[src/rtl/prbs_pkg.sv]
// Shared types and widths for the PRBS sequencer and its delay line.
package prbs_pkg;
   localparam int SEED_W = 32;
   localparam int N_W    = 8;
   localparam int BYTE_W = 8;

   typedef enum logic [2:0] {IDLE, LOAD, RUN, DRAIN, DONE} state_t;
endpackage

[src/rtl/prbs_ctrl_dly.sv]
// DEPTH-stage valid/last shift line; aligns issued bytes with generator output.
module prbs_ctrl_dly #(
   parameter int DEPTH = 1
) (
   input  logic clk,
   input  logic rst,
   input  logic i_flush,
   input  logic i_valid,
   input  logic i_last,
   output logic o_valid,
   output logic o_last
);
   logic [DEPTH-1:0] r_vld_pipe;
   logic [DEPTH-1:0] r_last_pipe;

   always_ff @(posedge clk or negedge rst) begin
      if (!rst) begin
         r_vld_pipe  <= '0;
         r_last_pipe <= '0;
      end else if (i_flush) begin
         r_vld_pipe  <= '0;
         r_last_pipe <= '0;
      end else begin
         r_vld_pipe[0]  <= i_valid;
         r_last_pipe[0] <= i_valid & i_last;
         for (int i = 1; i < DEPTH; i++) begin
            r_vld_pipe[i]  <= r_vld_pipe[i-1];
            r_last_pipe[i] <= r_last_pipe[i-1];
         end
      end
   end

   assign o_valid = r_vld_pipe[DEPTH-1];
   assign o_last  = r_last_pipe[DEPTH-1];
endmodule

[src/rtl/prbs_ctrl.sv]
// PRBS generator sequencer: load, gated run, framed byte forwarding, done pulse.
// Optional PRBS_CTRL_SIG_EN adds sig = XOR of all bytes emitted in the current run.
module prbs_ctrl
   import prbs_pkg::*;
#(
   parameter int LEN_W   = 16,
   parameter int GEN_LAT = 1
) (
   input  logic              clk,
   input  logic              rst,
   input  logic              start,
   output logic              ready,
   input  logic [SEED_W-1:0] cfg_seed,
   input  logic [N_W-1:0]    cfg_n,
   input  logic [LEN_W-1:0]  cfg_len,
   input  logic              hold,
   input  logic              abort,
   output logic              prbs_rst,
   output logic [SEED_W-1:0] prbs_in,
   output logic [N_W-1:0]    prbs_n,
   output logic              prbs_data_valid,
   input  logic [BYTE_W-1:0] prbs_out,
   output logic [BYTE_W-1:0] out_data,
   output logic              out_valid,
   output logic              out_last,
   output logic              done,
`ifdef PRBS_CTRL_SIG_EN
   output logic [BYTE_W-1:0] sig,
`endif
   output logic              busy
);
   state_t              r_state;
   logic [SEED_W-1:0]   r_seed;
   logic [N_W-1:0]      r_n;
   logic [LEN_W-1:0]    r_len;
   logic [LEN_W-1:0]    r_issue;
   logic [BYTE_W-1:0]   r_out_data;
   logic                r_out_valid;
   logic                r_out_last;
   logic                w_last_issue;
   logic                w_tap_valid;
   logic                w_tap_last;

   assign ready           = (r_state == IDLE);
   assign busy            = (r_state != IDLE);
   assign done            = (r_state == DONE);
   assign prbs_rst        = (r_state == IDLE) || (r_state == LOAD);
   assign prbs_in         = r_seed;
   assign prbs_n          = r_n;
   assign prbs_data_valid = (r_state == RUN) && !hold;
   // r_issue < r_len in RUN, so the increment below cannot wrap
   assign w_last_issue    = prbs_data_valid && ((r_issue + LEN_W'(1)) == r_len);
   assign out_data        = r_out_data;
   assign out_valid       = r_out_valid;
   assign out_last        = r_out_last;

   always_ff @(posedge clk or negedge rst) begin
      if (!rst) begin
         r_state <= IDLE;
         r_seed  <= '0;
         r_n     <= '0;
         r_len   <= '0;
         r_issue <= '0;
      end else if (abort) begin
         r_state <= IDLE;
      end else begin
         case (r_state)
            IDLE: if (start) begin
               r_seed  <= cfg_seed;
               r_n     <= cfg_n;
               r_len   <= cfg_len;
               r_state <= LOAD;
            end
            LOAD: begin
               r_issue <= '0;
               r_state <= (r_len != '0) ? RUN : DONE;
            end
            RUN: if (prbs_data_valid) begin
               r_issue <= r_issue + LEN_W'(1);
               if (w_last_issue) r_state <= DRAIN;
            end
            // out_last visible this cycle means the line is empty behind it
            DRAIN: if (r_out_valid && r_out_last) r_state <= DONE;
            DONE:  r_state <= IDLE;
            default: r_state <= IDLE;
         endcase
      end
   end

   prbs_ctrl_dly #(.DEPTH(GEN_LAT)) u_dly (
      .clk     (clk),
      .rst     (rst),
      .i_flush (abort),
      .i_valid (prbs_data_valid),
      .i_last  (w_last_issue),
      .o_valid (w_tap_valid),
      .o_last  (w_tap_last)
   );

   always_ff @(posedge clk or negedge rst) begin
      if (!rst) begin
         r_out_data  <= '0;
         r_out_valid <= 1'b0;
         r_out_last  <= 1'b0;
      end else if (abort) begin
         r_out_valid <= 1'b0;
         r_out_last  <= 1'b0;
      end else begin
         r_out_valid <= w_tap_valid;
         r_out_last  <= w_tap_valid & w_tap_last;
         if (w_tap_valid) r_out_data <= prbs_out;
      end
   end

`ifdef PRBS_CTRL_SIG_EN
   logic [BYTE_W-1:0] r_sig;

   always_ff @(posedge clk or negedge rst) begin
      if (!rst)                           r_sig <= '0;
      else if (r_state == LOAD)           r_sig <= '0;
      else if (w_tap_valid && !abort)     r_sig <= r_sig ^ prbs_out;
   end

   assign sig = r_sig;
`endif
endmodule
[config.mk]
export PLATFORM = sky130hd
export DESIGN_NAME = prbs_ctrl
export DESIGN_NICKNAME = d
export VERILOG_FILES = /design/src/rtl/prbs_pkg.sv /design/src/rtl/prbs_ctrl_dly.sv /design/src/rtl/prbs_ctrl.sv
export SDC_FILE = /design/constraint.sdc
export NUM_CORES = 1
export LEC_CHECK = 0
export ABC_AREA = 1
export BUFFER_PORTS_ARGS = -buffer_cell sky130_fd_sc_hd__buf_2
export CORE_MARGIN = 4
export CORE_UTILIZATION = 40
export DETAILED_ROUTE_END_ITERATION = 8
export HOLD_SLACK_MARGIN = 0.02
export PLACE_DENSITY = 0.69
export SLEW_MARGIN = 20
export SYNTH_ARGS = -nofsm -noshare
export SYNTH_HDL_FRONTEND = slang
export SYNTH_HIERARCHICAL = 1
export SYNTH_SLANG_ARGS = --single-unit
[constraint.sdc]
create_clock -name clk -period 4.2 [get_ports clk]
set_input_delay 1.05 -clock clk [delete_from_list [all_inputs] [get_ports clk]]
set_output_delay 1.05 -clock clk [all_outputs]
set_load 0.005 [all_outputs]
== Word level (Yosys, flattened, before mapping) ==
Cells that the tools add are included.
Word-level totals
  output and inout port bits: 55
  memories: 0
  logic and storage cells: 50
  memory bits (read-only): 0
  register bits after elaboration: 87
  latch bits: 0
  RAM bits: 0
  input port bits: 69
Cells by class
  shifts and indexed selects: 0
  bitwise logic cells: 3
  muxes and demuxes: 13
  equality and inequality tests: 10
  divide/modulo/power cells: 0
  add/subtract/negate cells: 1
  $lt $le $gt $ge: 0
  reduce and logical (&&, ||, !) cells: 13
  multipliers: 0
Operator list (count)
  one-hot mux 16 bit (2 select lines): 1
  2-to-1 mux 3 bit: 6
  adder 16 x 1 -> 16 bit, second input constant: 1
  equality test 16 bit: 1
  2-to-1 mux 16 bit: 1
  nonzero test 16 bit: 1
  one-hot mux 3 bit (4 select lines): 1
  equality test 3 x 2 -> 1 bit, second input constant: 2
  != test 3 x 2 -> 1 bit, second input constant: 2
  != test 3 bit, second input constant: 2
  AND reduction 3 bit: 2
  2-to-1 mux 1 bit: 4
  AND reduction 4 bit: 1
  equality test 3 x 1 -> 1 bit, second input constant: 1
  equality test 3 bit, second input constant: 1
  logical AND 1 bit: 3
  logical NOT 3 bit: 1
  nonzero test 3 bit: 1
  AND 1 bit: 2
  != test 2 bit, second input constant: 1
  AND reduction 2 bit: 1
  nonzero test 2 bit: 1
  logical NOT 1 bit: 1
  logical OR 1 bit: 1
  NOT 1 bit: 1

== Logic depth before layout (Yosys ltp) ==
Gate-level depths: netlist of the first run.
  word-level depth: 7
  mapped depth: 14
  depth with buffers taken out: 14

== Modules after synthesis ==
Netlist of the first run, hierarchy kept.
By module, submodules not included
  prbs_ctrl: sequential area each 2127.0 µm², cells an instance 432, instances 1, area each 4093.9 µm²
  prbs_ctrl_dly: sequential area each 50.0 µm², cells an instance 6, instances 1, area each 67.6 µm²

== Worst setup path after synthesis of the first run ==
Ideal clock, no wire load.
  path kind: input to output
  start: input port hold
  end: output port prbs_data_valid
  arrival: 1.308 ns
  cell stages on the path: 1
  data required time: 3.150 ns
  slack: 1.842 ns
  path buffers: 0
  cell sequence: nor2_1
On the way
  word-level cells in the longest chain between the ends: 2
RTL lines
  from (decl): RTL line prbs_ctrl.sv:16  | input logic hold,
  logical NOT 1 bit: RTL line prbs_ctrl.sv:50  | assign prbs_data_valid = (r_state == RUN) && !hold;
  logical AND 1 bit: RTL line prbs_ctrl.sv:50
  to (decl): RTL line prbs_ctrl.sv:21  | output logic prbs_data_valid,
No other way between the ends.

== Worst setup path after layout of the first run ==
Same ends and word-level chain as after synthesis.

==> results of run 1 <==
routing by layer:
| layer | up-vias | track usage | wire length (microns) |
|---|---|---|---|
| li1 | 1723 | - | - |
| met1 | 1672 | 0.229 | 4310 |
| met5 | - | 0 | 0 |
| met3 | 9 | 0.0454 | 671 |
| met4 | 0 | 0.0490 | 96 |
| met2 | 91 | 0.284 | 5160 |
report_power, final:
| part | switching, uW | internal [uW] |
|---|---|---|
| Clock | 298 | 349 |
| Sequential | 205 | 1170 |
| Combinational | 510 | 529 |
cell usage in the layout (no fill, tap or decap), drive strengths merged:
cell	instances
buf	125
nand2	104
dfrtp	87
mux2	45
inv	43
nor2	42
nand3	40
o21ai	13
a21oi	12
nand4	11
clkbuf	10
o22ai	9
nor3	5
nor4	5
clkinv	5
xor2	4
o211ai	2
bufinv	2
o21bai	1
xnor3	1
nand3b	1
or3b	1
and3	1
ha	1
final timing paths:
kind	to	slack, ps	cells after the start
max	prbs_data_valid	1450	3
min	out_data[2]$_DFFE_PN0P_	480	2
max reg2reg	prbs_in[3]$_DFFE_PN0P_	1790	6
min reg2reg	out_data[2]$_DFFE_PN0P_	480	2
max in group asynchronous	r_issue[12]$_DFFE_PN0P_	2880	1
min in group asynchronous	r_issue[7]$_DFFE_PN0P_	710	1
flip-flops by register name, indices dropped and copies added, names as in the netlist:
signal         flops
prbs_in           32
r_issue           16
r_len             16
out_data           8
prbs_n             8
r_state            3
out_last           1
out_valid          1
u_dly/o_last       1
u_dly/o_valid      1
worst max-delay path: stages:
cell,delay [ps]
buf_2,120
nor2_1,340
buf_2,190
cells by family (layout without fill, tap and decap cells):
logic type / Yosys count / after routing
fa+ha+maj: 1 / 1
buf+inv: 53 / 185
compound gates: 37 / 37
flops: 87 / 87
xor+xnor: 5 / 5
mux: 45 / 45
simple gates: 210 / 210
metrics by stage:
| stage | util | worst slack, ps | hold WS [ps] | area [sq um] | power [uW] |
|---|---|---|---|---|---|
| finish | 0.516 | 1450 | 484 | 5140 | 3060 |
| global route | 0.516 | 1370 | 512 | 5140 | 3280 |
| CTS | 0.516 | 1450 | 486 | 5140 | 3100 |
| detailed placement | 0.494 | 1120 | 462 | 4920 | 2440 |
| global placement | 0.494 | 1230 | 459 | 4920 | 2400 |
| floorplan | - | 1840 | 449 | 4160 | 1980 |
area by class of cell:
| type | count | area share |
|---|---|---|
| flip-flops and latches | 87 | 0.423 |
| multi-input cells | 298 | 0.345 |
| repair buffers | 125 | 0.124 |
| well taps | 133 | 0.0324 |
| inverters | 44 | 0.0321 |
| clock buffers | 10 | 0.0268 |
| clock inverters | 6 | 0.0163 |
==> impl_summary.log, run 1 <==
[metrics] half-perimeter wire length of the detailed placement result: 7.76 mm
[metrics] P per Cell Area: 595 nW/um^2
[metrics] area fraction of the dominant cell type after synthesis: 0.523
[metrics] most frequent cell after synthesis: nand2_1
[metrics] First DRT Iteration DRCs: 259
[metrics] number of antenna-violating nets in the routed design: 0
[metrics] Synth area leaders: dfrtp_1 (52%), mux2_2 (12%), nand2_1 (8.5%)
[metrics] wire per inst: 14.6 microns
[metrics] vias in the first global route: between 3000 and 4000
[metrics] data arrival time of the critical path: 1700 ps
[metrics] number of fill cells in the layout: about 920
[metrics] total overflow reported by the global router: 0
[metrics] Std-Cell Rows: 36
[metrics] compound-cell area share of the yosys netlist: 0.0490
[metrics] Boundary Pins: 124
[metrics] portion of the clock cycle consumed by the worst path in the final layout: 0.654
[metrics] CTS Hold Bufs: 0
[metrics] adder-cell share of the synthesized area: 0.00301
[metrics] iteration count of the initial detailed-routing pass: 4
[metrics] required time reported for the critical path endpoint: 3150 ps
[metrics] Worst Setup Start Kind: input pin
[metrics] Seq. cell area: between 2000 and 2500 sq um
[metrics] setup TNS: 0 ps
[metrics] routed via count: 3495
[metrics] total wirelength of the detailed-routed design: 10.2 mm
[metrics] H-tree Lvls: 3
[metrics] post-synthesis sequential element count: 87
[metrics] count of placed standard cells in the final layout, fillers left out: 703
[metrics] area enclosed by the die boundary: 12100 sq um
[metrics] dominant combinational cell family by area after synthesis: simple AND/OR/NAND/NOR gates
[metrics] number of instances in the synthesized netlist: approximately 440
[metrics] clock transition time at the flip-flop clock pins of the worst setup and hold paths: 80 ps
[metrics] DRC: 0
[metrics] number of buffer cells added on primary ports: approximately 120
[metrics] fraction of synthesized area in multiplexers: 0.122
[metrics] global-route wire length before repair: between 15 and 20 mm
[metrics] share of async-settable or async-resettable flops after synthesis: 1.00
[metrics] outcome: finished, final reports clean
[metrics] P&R area growth vs syn: 23.5%
[metrics] area of combinational cells with multiple inputs: 1770 sq um
[metrics] clock tree sinks: 87
[metrics] fin nets: 635
[metrics] Critical Path End Type: primary output
[metrics] predominant post-synthesis flop cell: dfrtp_1
[metrics] diode insertion count for antenna repair: 0
[metrics] Synth warnings: 6
[metrics] cells resized by post-CTS repair: 0
[metrics] number of violations of the max-capacitance limit: 0
[metrics] Relative slew margins: 0.405
[metrics] unrepaired setup endpoints after global routing: false
[metrics] CTS tree: built
[metrics] biggest area consumer among synthesized cells: dfrtp_1
[metrics] insertion delay to the later sink of the worst-skew pair: 350 ps
[metrics] gpl congestion: 0.908
[metrics] final count of hold timing violations: 0
[metrics] maximum buffer depth of the clock tree: 2
[metrics] final count of negative-setup-slack endpoints: 0
[metrics] mapped cell area: 4160 sq um
[metrics] post-synthesis sequential area ratio: 0.523
[metrics] slew at the pin closest to its max-slew limit: 887 ps
[metrics] die outline height: 110 microns
[metrics] maximum number of pins on one net before global-route repair: 88
[metrics] vias per std cell: 4.97
[metrics] final critical path time including I/O delays and setup: 2750 ps
[metrics] critical hold path startpoint: out_data[2]$_DFFE_PN0P_
[metrics] startpoint of the worst register-to-register path: r_state[2]$_DFFE_PN0P_
[metrics] worst ir drop on vdd: ~0.29 mV
[metrics] antenna violations before repair: 0
[metrics] starting density of the core: 0.418
[metrics] Post-Synth XOR/XNOR Area: 0.0141
[metrics] Crit Path Class: input pin to primary output
[metrics] number of buffers created by CTS: 9
[metrics] Mapped Nets: roughly 510
[metrics] share of synthesized cell area in and, or, nand and nor gates: 0.237
[metrics] ranking of synthesized cells by instance count: nand2_1 (94), dfrtp_1 (87), mux2_2 (44)
[metrics] worst min path class: flop to flop
[metrics] # placed instances: 687
[metrics] crit path max fanout: 6
[metrics] GRT Util Overall: 0.174
[metrics] total count of max-transition violations in the final report: 0
[metrics] Floorplan Core Area: 9950 sq um
[metrics] share of post-route cells with drive strength above 1: 0.368
[metrics] maximum clock frequency: around 0.36 GHz
[metrics] setup fix buffers added after clock tree synthesis: 0
[metrics] x dimension of the die: 110 microns
[metrics] library cells used by synthesis: 32
[metrics] Critical path origin: hold
[metrics] final setup skew: about 10 ps
[metrics] total leakage power: 0.00260 uW
[metrics] clock tree root buffer cell: clkbuf_8
[metrics] Avg Inst Size Synth: 9.50 sq um
[metrics] count of flip-flops with a built-in enable after synthesis: 0
Power figures use the tool's default switching activity.
==> inputs of run 2 (changes only) <==
==> constraint.sdc (replaced) <==
create_clock -name clk -period 2.9 [get_ports clk]
set_input_delay 0.725 -clock clk [delete_from_list [all_inputs] [get_ports clk]]
set_output_delay 0.725 -clock clk [all_outputs]
set_load 0.005 [all_outputs]
==> run 2 against run 1 <==
Worst hold slack got worse by 210 ps. Combinational power is 47% higher. Cell area rose by 0.22%. Non-clock buffer count up 4. Sequential share of layout area decreased by 0.093 points. Routed wire length grew 3.4%. Count of clock-buffer cells in the layout unchanged. Setup slack worse by 950 ps. Die area is the same. Via count increased by 0.83%. Largest cell class unchanged. Largest power group unchanged.
==> impl_summary.log, run 2 (same netlist as run 1, synthesis figures left out) <==
[metrics] CTS tree: built
[metrics] final critical path time including I/O delays and setup: 2400 ps
[metrics] clock transition time at the flip-flop clock pins of the worst setup and hold paths: approximately 90 ps
[metrics] Floorplan Core Area: 9950 sq um
[metrics] data arrival time of the critical path: between 1500 and 2000 ps
[metrics] Post-Layout Inst Area: a little over 5000 sq um
[metrics] maximum number of pins on one net before global-route repair: 36
[metrics] Net Sw Power: 1520 uW
[metrics] final count of hold timing violations: 0
[metrics] insertion delay to the later sink of the worst-skew pair: 350 ps
[metrics] unrepaired setup endpoints after global routing: false
[metrics] Boundary Pins: between 100 and 150
[metrics] fin nets: 639
[metrics] vias in the first global route: 3604
[metrics] top library cells by usage in the layout, fill and taps aside: buf_2 (122), nand2_1 (94), dfrtp_1 (87)
[metrics] final hold slack: about 270 ps
[metrics] Critical Path, Cell by Cell: inv_1, nand3_1, nor2_1, buf_2
[metrics] total placed instance area: 4950 sq um
[metrics] cells resized by post-CTS repair: 0
[metrics] final setup skew: 11.4 ps
[metrics] number of buffer cells added on primary ports: 123
[metrics] number of violations of the max-capacitance limit: 0
[metrics] flip-flop count of the largest register, all copies and words added: 32
[metrics] Critical Path End Type: primary output
[metrics] total leakage power: 0.00260 uW
[metrics] DRC: 0
[metrics] required time reported for the critical path endpoint: between 2000 and 2500 ps
[metrics] final count of negative-setup-slack endpoints: 0
[metrics] clock tree sinks: a little under 90
[metrics] total overflow reported by the global router: 0
[metrics] Relative slew margins: 0.380
[metrics] outcome: finished, final reports clean
[metrics] total wirelength of the detailed-routed design: 10.6 mm
[metrics] diode insertion count for antenna repair: 0
[metrics] iteration count of the initial detailed-routing pass: 4
[metrics] Crit Path Class: flop to primary output
[metrics] share of post-route cells with drive strength above 1: 0.373
[metrics] internal power of the cells: 2890 uW
[metrics] clock tree root buffer cell: clkbuf_8
[metrics] slew at the pin closest to its max-slew limit: ~920 ps
[metrics] Std-Cell Rows: 36
[metrics] GRT Util Overall: 0.182
[metrics] starting density of the core: 0.418
[metrics] number of buffers created by CTS: 9
[metrics] number of antenna-violating nets in the routed design: 0
[metrics] maximum clock frequency: 0.417 GHz
[metrics] Reg power frac: 0.454
[metrics] CTS Hold Bufs: 0
[metrics] P per Cell Area: 856 nW/um^2
[metrics] total count of max-transition violations in the final report: 0
[metrics] H-tree Lvls: 3
[metrics] portion of the clock cycle consumed by the worst path in the final layout: 0.826
[metrics] First DRT Iteration DRCs: 196
[metrics] maximum buffer depth of the clock tree: 2
[metrics] leading cell type in the layout, fill and taps excluded: buf_2
[metrics] antenna violations before repair: 0
[metrics] slowest stage delay, CP: between 400 and 500 ps
[metrics] final standard cell utilization of the core: 0.518
[metrics] routed via count: 3524
[metrics] Slowest cell on crit path: dfrtp_1
[metrics] Combinational Power Share: 0.348
[metrics] setup TNS: 0 ps
[metrics] Worst Setup Start Kind: flop
[metrics] setup fix buffers added after clock tree synthesis: 0
[metrics] fraction of power consumed by the clock network: 0.198
[metrics] worst min path class: input pin to asynchronous set/reset pin
[metrics] die outline height: 110 microns
[metrics] crit path max fanout: 6
[metrics] half-perimeter wire length of the detailed placement result: 8.18 mm
[metrics] switching fraction of total power: 0.345
[metrics] worst ir drop on vdd: 0.384 mV
[metrics] global-route wire length before repair: 17.1 mm
[metrics] number of fill cells in the layout: between 900 and 1000
[metrics] x dimension of the die: 110 microns
[metrics] area enclosed by the die boundary: 12100 sq um
[metrics] P&R area growth vs syn: 23.8%
[metrics] gpl congestion: 0.889
[metrics] vias per std cell: 4.98
[metrics] wire per inst: 15.0 microns
[run 2: layout make-up]
class	count	area, sq um	area share
timing repair buffer	129	663	0.129
multi-input combinational	298	1770	0.344
sequential	87	2180	0.423
tap	133	166	0.0323
clock buffer	10	138	0.0267
clock inverter	6	68.8	0.0134
inverter	44	165	0.0321
[run 2: worst paths after layout]
kind / start / slack (ps) / to / cells past startpoint
worst max register to register: r_issue[0]$_DFFE_PN0P_ / 740 / u_dly/o_last$_DFF_PN0_ / 12
max in group asynchronous: rst / 2000 / prbs_in[5]$_DFFE_PN0P_ / 2
worst min register to register: out_data[3]$_DFFE_PN0P_ / 490 / out_data[3]$_DFFE_PN0P_ / 2
worst min-delay path: rst / 270 / r_issue[7]$_DFFE_PN0P_ / 1
worst max-delay path: r_state[0]$_DFFE_PN0P_ / 500 / prbs_data_valid / 4
min in group clk: out_data[3]$_DFFE_PN0P_ / 490 / out_data[3]$_DFFE_PN0P_ / 2
[run 2: metrics by stage]
step / power, uW / setup slack, ps / std cells
floorplan: 2860 / 1030 / 438
global placement: 3520 / 818 / 691
detailed placement: 3590 / 760 / 691
CTS: 4480 / 495 / 707
global route: 4740 / 411 / 707
finish: 4410 / 505 / 707
[run 2: worst max-delay path, delay by kind of cell, from the launching register on]
family                 cells  cell delay (ps)
buffers and inverters      2              310
DFF                        1              420
and+or+nand+nor            2              600
[run 2: power by group through the flow]
stage	Combinational (uW)	Clock [uW]	Sequential, uW
2_1_floorplan	863	0	2000
3_3_place_gp	1520	0	2000
3_5_place_dp	1560	0	2020
4_1_cts	1560	907	2010
5_1_grt	1720	955	2070
6_report	1530	874	2000
[run 2: layer usage]
layer / vias up / GRT usage / routed length (microns)
met5: - / 0 / 0
met4: 0 / 0.0819 / 180
met3: 14 / 0.0419 / 668
met2: 101 / 0.299 / 5390
met1: 1690 / 0.228 / 4350
li1: 1719 / - / -
==> inputs of run 3 (changes only) <==
--- a/config.mk
+++ b/config.mk
@@ -11,7 +11,7 @@
 export CORE_UTILIZATION = 40
 export DETAILED_ROUTE_END_ITERATION = 8
 export HOLD_SLACK_MARGIN = 0.02
-export PLACE_DENSITY = 0.69
+export PLACE_DENSITY = 0.71
 export SLEW_MARGIN = 20
 export SYNTH_ARGS = -nofsm -noshare
 export SYNTH_HDL_FRONTEND = slang
==> constraint.sdc (replaced) <==
create_clock -name clk -period 2.1 [get_ports clk]
set_input_delay 0.525 -clock clk [delete_from_list [all_inputs] [get_ports clk]]
set_output_delay 0.525 -clock clk [all_outputs]
set_load 0.005 [all_outputs]
==> run 3 against run 2 <==
Cell area rose by 1.6%. Largest cell class unchanged. Routed wire length rose by 0.67%. Clock power rose by 27%. Clock skew rose by 5.2 ps. Critical path type unchanged. Core utilization rose by 0.80 points. Sequential share of layout area fell by 0.65 points. Setup slack got worse by 430 ps. Via count rose by 1.5%. Total power rose by 38%. Critical endpoint unchanged.
==> impl_summary.log, run 3 (same netlist as run 1, synthesis figures left out) <==
[metrics] H-tree Lvls: 3
[metrics] number of fill cells in the layout: 915
[metrics] number of violations of the max-capacitance limit: 0
[metrics] total placed instance area: around 5000 sq um
[metrics] area enclosed by the die boundary: 12100 sq um
[metrics] number of buffers created by CTS: 9
[metrics] Register-to-Register Setup Slack: ~100 ps
[metrics] P&R area growth vs syn: 25.7%
[metrics] flip-flop count of the largest register, all copies and words added: 32
[metrics] First DRT Iteration DRCs: 180
[metrics] maximum buffer depth of the clock tree: 2
[metrics] maximum number of pins on one net before global-route repair: between 80 and 90
[metrics] share of post-route cells with drive strength above 1: 0.383
[metrics] antenna violations before repair: 0
[metrics] starting density of the core: 0.418
[metrics] Reg power frac: 0.456
[metrics] Std-Cell Rows: 36
[metrics] DRC: 0
[metrics] Worst Reg2Reg Path Length in Cells: 12
[metrics] iteration count of the initial detailed-routing pass: 4
[metrics] vias per std cell: between 5 and 6
[metrics] number of antenna-violating nets in the routed design: 0
[metrics] final setup skew: 16.6 ps
[metrics] number of buffer cells added on primary ports: 123
[metrics] Post-Layout Inst Area: around 5200 sq um
[metrics] internal power of the cells: 3940 uW
[metrics] total count of max-transition violations in the final report: 0
[metrics] clock tree sinks: 87
[metrics] outcome: finished, final reports clean
[metrics] insertion delay to the later sink of the worst-skew pair: 380 ps
[metrics] final critical path time including I/O delays and setup: 2030 ps
[metrics] unrepaired setup endpoints after global routing: true
[metrics] Floorplan Core Area: 9950 sq um
[metrics] Worst Setup Start Kind: flop
[metrics] gpl congestion: 0.869
[metrics] startpoint of the worst register-to-register path: r_issue[0]$_DFFE_PN0P_
[metrics] final count of negative-setup-slack endpoints: 0
[metrics] crit path max fanout: 5
[metrics] portion of the clock cycle consumed by the worst path in the final layout: 0.966
[metrics] global-route wire length before repair: 17.0 mm
[metrics] worst ir drop on vdd: approximately 0.57 mV
[metrics] leading cell type in the layout, fill and taps excluded: buf_2
[metrics] total overflow reported by the global router: 0
[metrics] fraction of power consumed by the clock network: 0.182
[metrics] Relative slew margins: 0.651
[metrics] Net Sw Power: 2150 uW
[metrics] Crit Path Class: flop to primary output
[metrics] required time reported for the critical path endpoint: 1570 ps
[metrics] top library cells by usage in the layout, fill and taps aside: buf_2 (122), nand2_1 (94), dfrtp_1 (87)
[metrics] Critical Path End Type: primary output
[metrics] diode insertion count for antenna repair: 0
[metrics] P per Cell Area: 1160 nW/um^2
[metrics] Seq. cell area: around 2200 sq um
[metrics] maximum clock frequency: 0.493 GHz
[metrics] area of combinational cells with multiple inputs: 1810 sq um
[metrics] CTS tree: built
[metrics] final hold slack: 126 ps
[metrics] GRT Util Overall: 0.182
[metrics] total leakage power: roughly 0.0026 uW
[metrics] clock tree root buffer cell: clkbuf_8
[metrics] die outline height: 110 microns
[metrics] Critical R2R Capture: r_state[1]$_DFFE_PN0P_
[metrics] slew at the pin closest to its max-slew limit: 519 ps
[metrics] total wirelength of the detailed-routed design: 10.7 mm
[metrics] routed via count: 3577
[metrics] x dimension of the die: 110 microns
[metrics] final count of hold timing violations: 0
[metrics] vias in the first global route: 3632
[metrics] Combinational Power Share: 0.362
[metrics] wire per inst: 15.0 microns
[metrics] switching fraction of total power: 0.353
[metrics] data arrival time of the critical path: 1500 ps
[metrics] clock transition time at the flip-flop clock pins of the worst setup and hold paths: approximately 100 ps
[metrics] half-perimeter wire length of the detailed placement result: roughly 8.0 mm
[metrics] Boundary Pins: 124
[metrics] fin nets: between 600 and 700
[metrics] worst min path class: input pin to asynchronous set/reset pin
-- run 3: metrics by stage --
step | instances | setup slack, ps | power [uW] | setup TNS, ps | utilization
finish | 713 | 72.1 | 6090 | 0 | 0.526
global route | 713 | -60.2 | 6530 | -143 | 0.526
CTS | 713 | 46.2 | 6130 | 0 | 0.522
detailed placement | 697 | 141 | 5000 | 0 | 0.504
global placement | 697 | 203 | 4910 | 0 | 0.504
floorplan | 438 | 231 | 3950 | 0 | -
-- run 3: how the worst max path moves through the flow --
stage | from | endpoint | slack [ps] | cells after the start
global placement | r_issue[1]$_DFFE_PN0P_ | u_dly/o_last$_DFF_PN0_ | 200 | 12
floorplan | r_issue[0]$_DFFE_PN0P_ | u_dly/o_last$_DFF_PN0_ | 230 | 12
CTS | r_state[0]$_DFFE_PN0P_ | prbs_data_valid | 50 | 5
global route | r_issue[0]$_DFFE_PN0P_ | r_state[2]$_DFFE_PN0P_ | -60 | 13
detailed placement | r_issue[1]$_DFFE_PN0P_ | u_dly/o_last$_DFF_PN0_ | 140 | 12
finish | r_state[0]$_DFFE_PN0P_ | prbs_data_valid | 70 | 5
-- run 3: layout make-up --
type,instances,area share
Clock buffer,11,0.0270
Clock inverter,5,0.00813
Inverter,44,0.0316
Multi-Input combinational cell,298,0.345
Sequential cell,87,0.416
Tap cell,133,0.0318
Timing Repair Buffer,135,0.140
-- run 3: layer usage --
layer,GRT usage,routed length [microns]
met5,0,0
met1,0.218,4310
met3,0.0699,664
met4,0.0739,288
met2,0.293,5400
-- run 3: power groups by stage --
stage | clock (uW) | combinational [uW] | sequential [uW]
after detailed placement | 0 | 2220 | 2780
after global routing | 1230 | 2440 | 2860
after floorplan | 0 | 1190 | 2760
final | 1110 | 2200 | 2780
after global placement | 0 | 2150 | 2760
after CTS | 1150 | 2220 | 2770
-- run 3: timing repair --
item	CTS	global route
buffers inserted	0	0
endpoints found under the setup margin	0	3
gates resized for setup	0	7
hold buffers	0	0
-- run 3: critical path, stage by stage (launching register included) --
cell     delay (ps)
dfrtp_1         430
inv_1           120
nand3_2         130
nor2_1          170
buf_4           160
buf_2           130
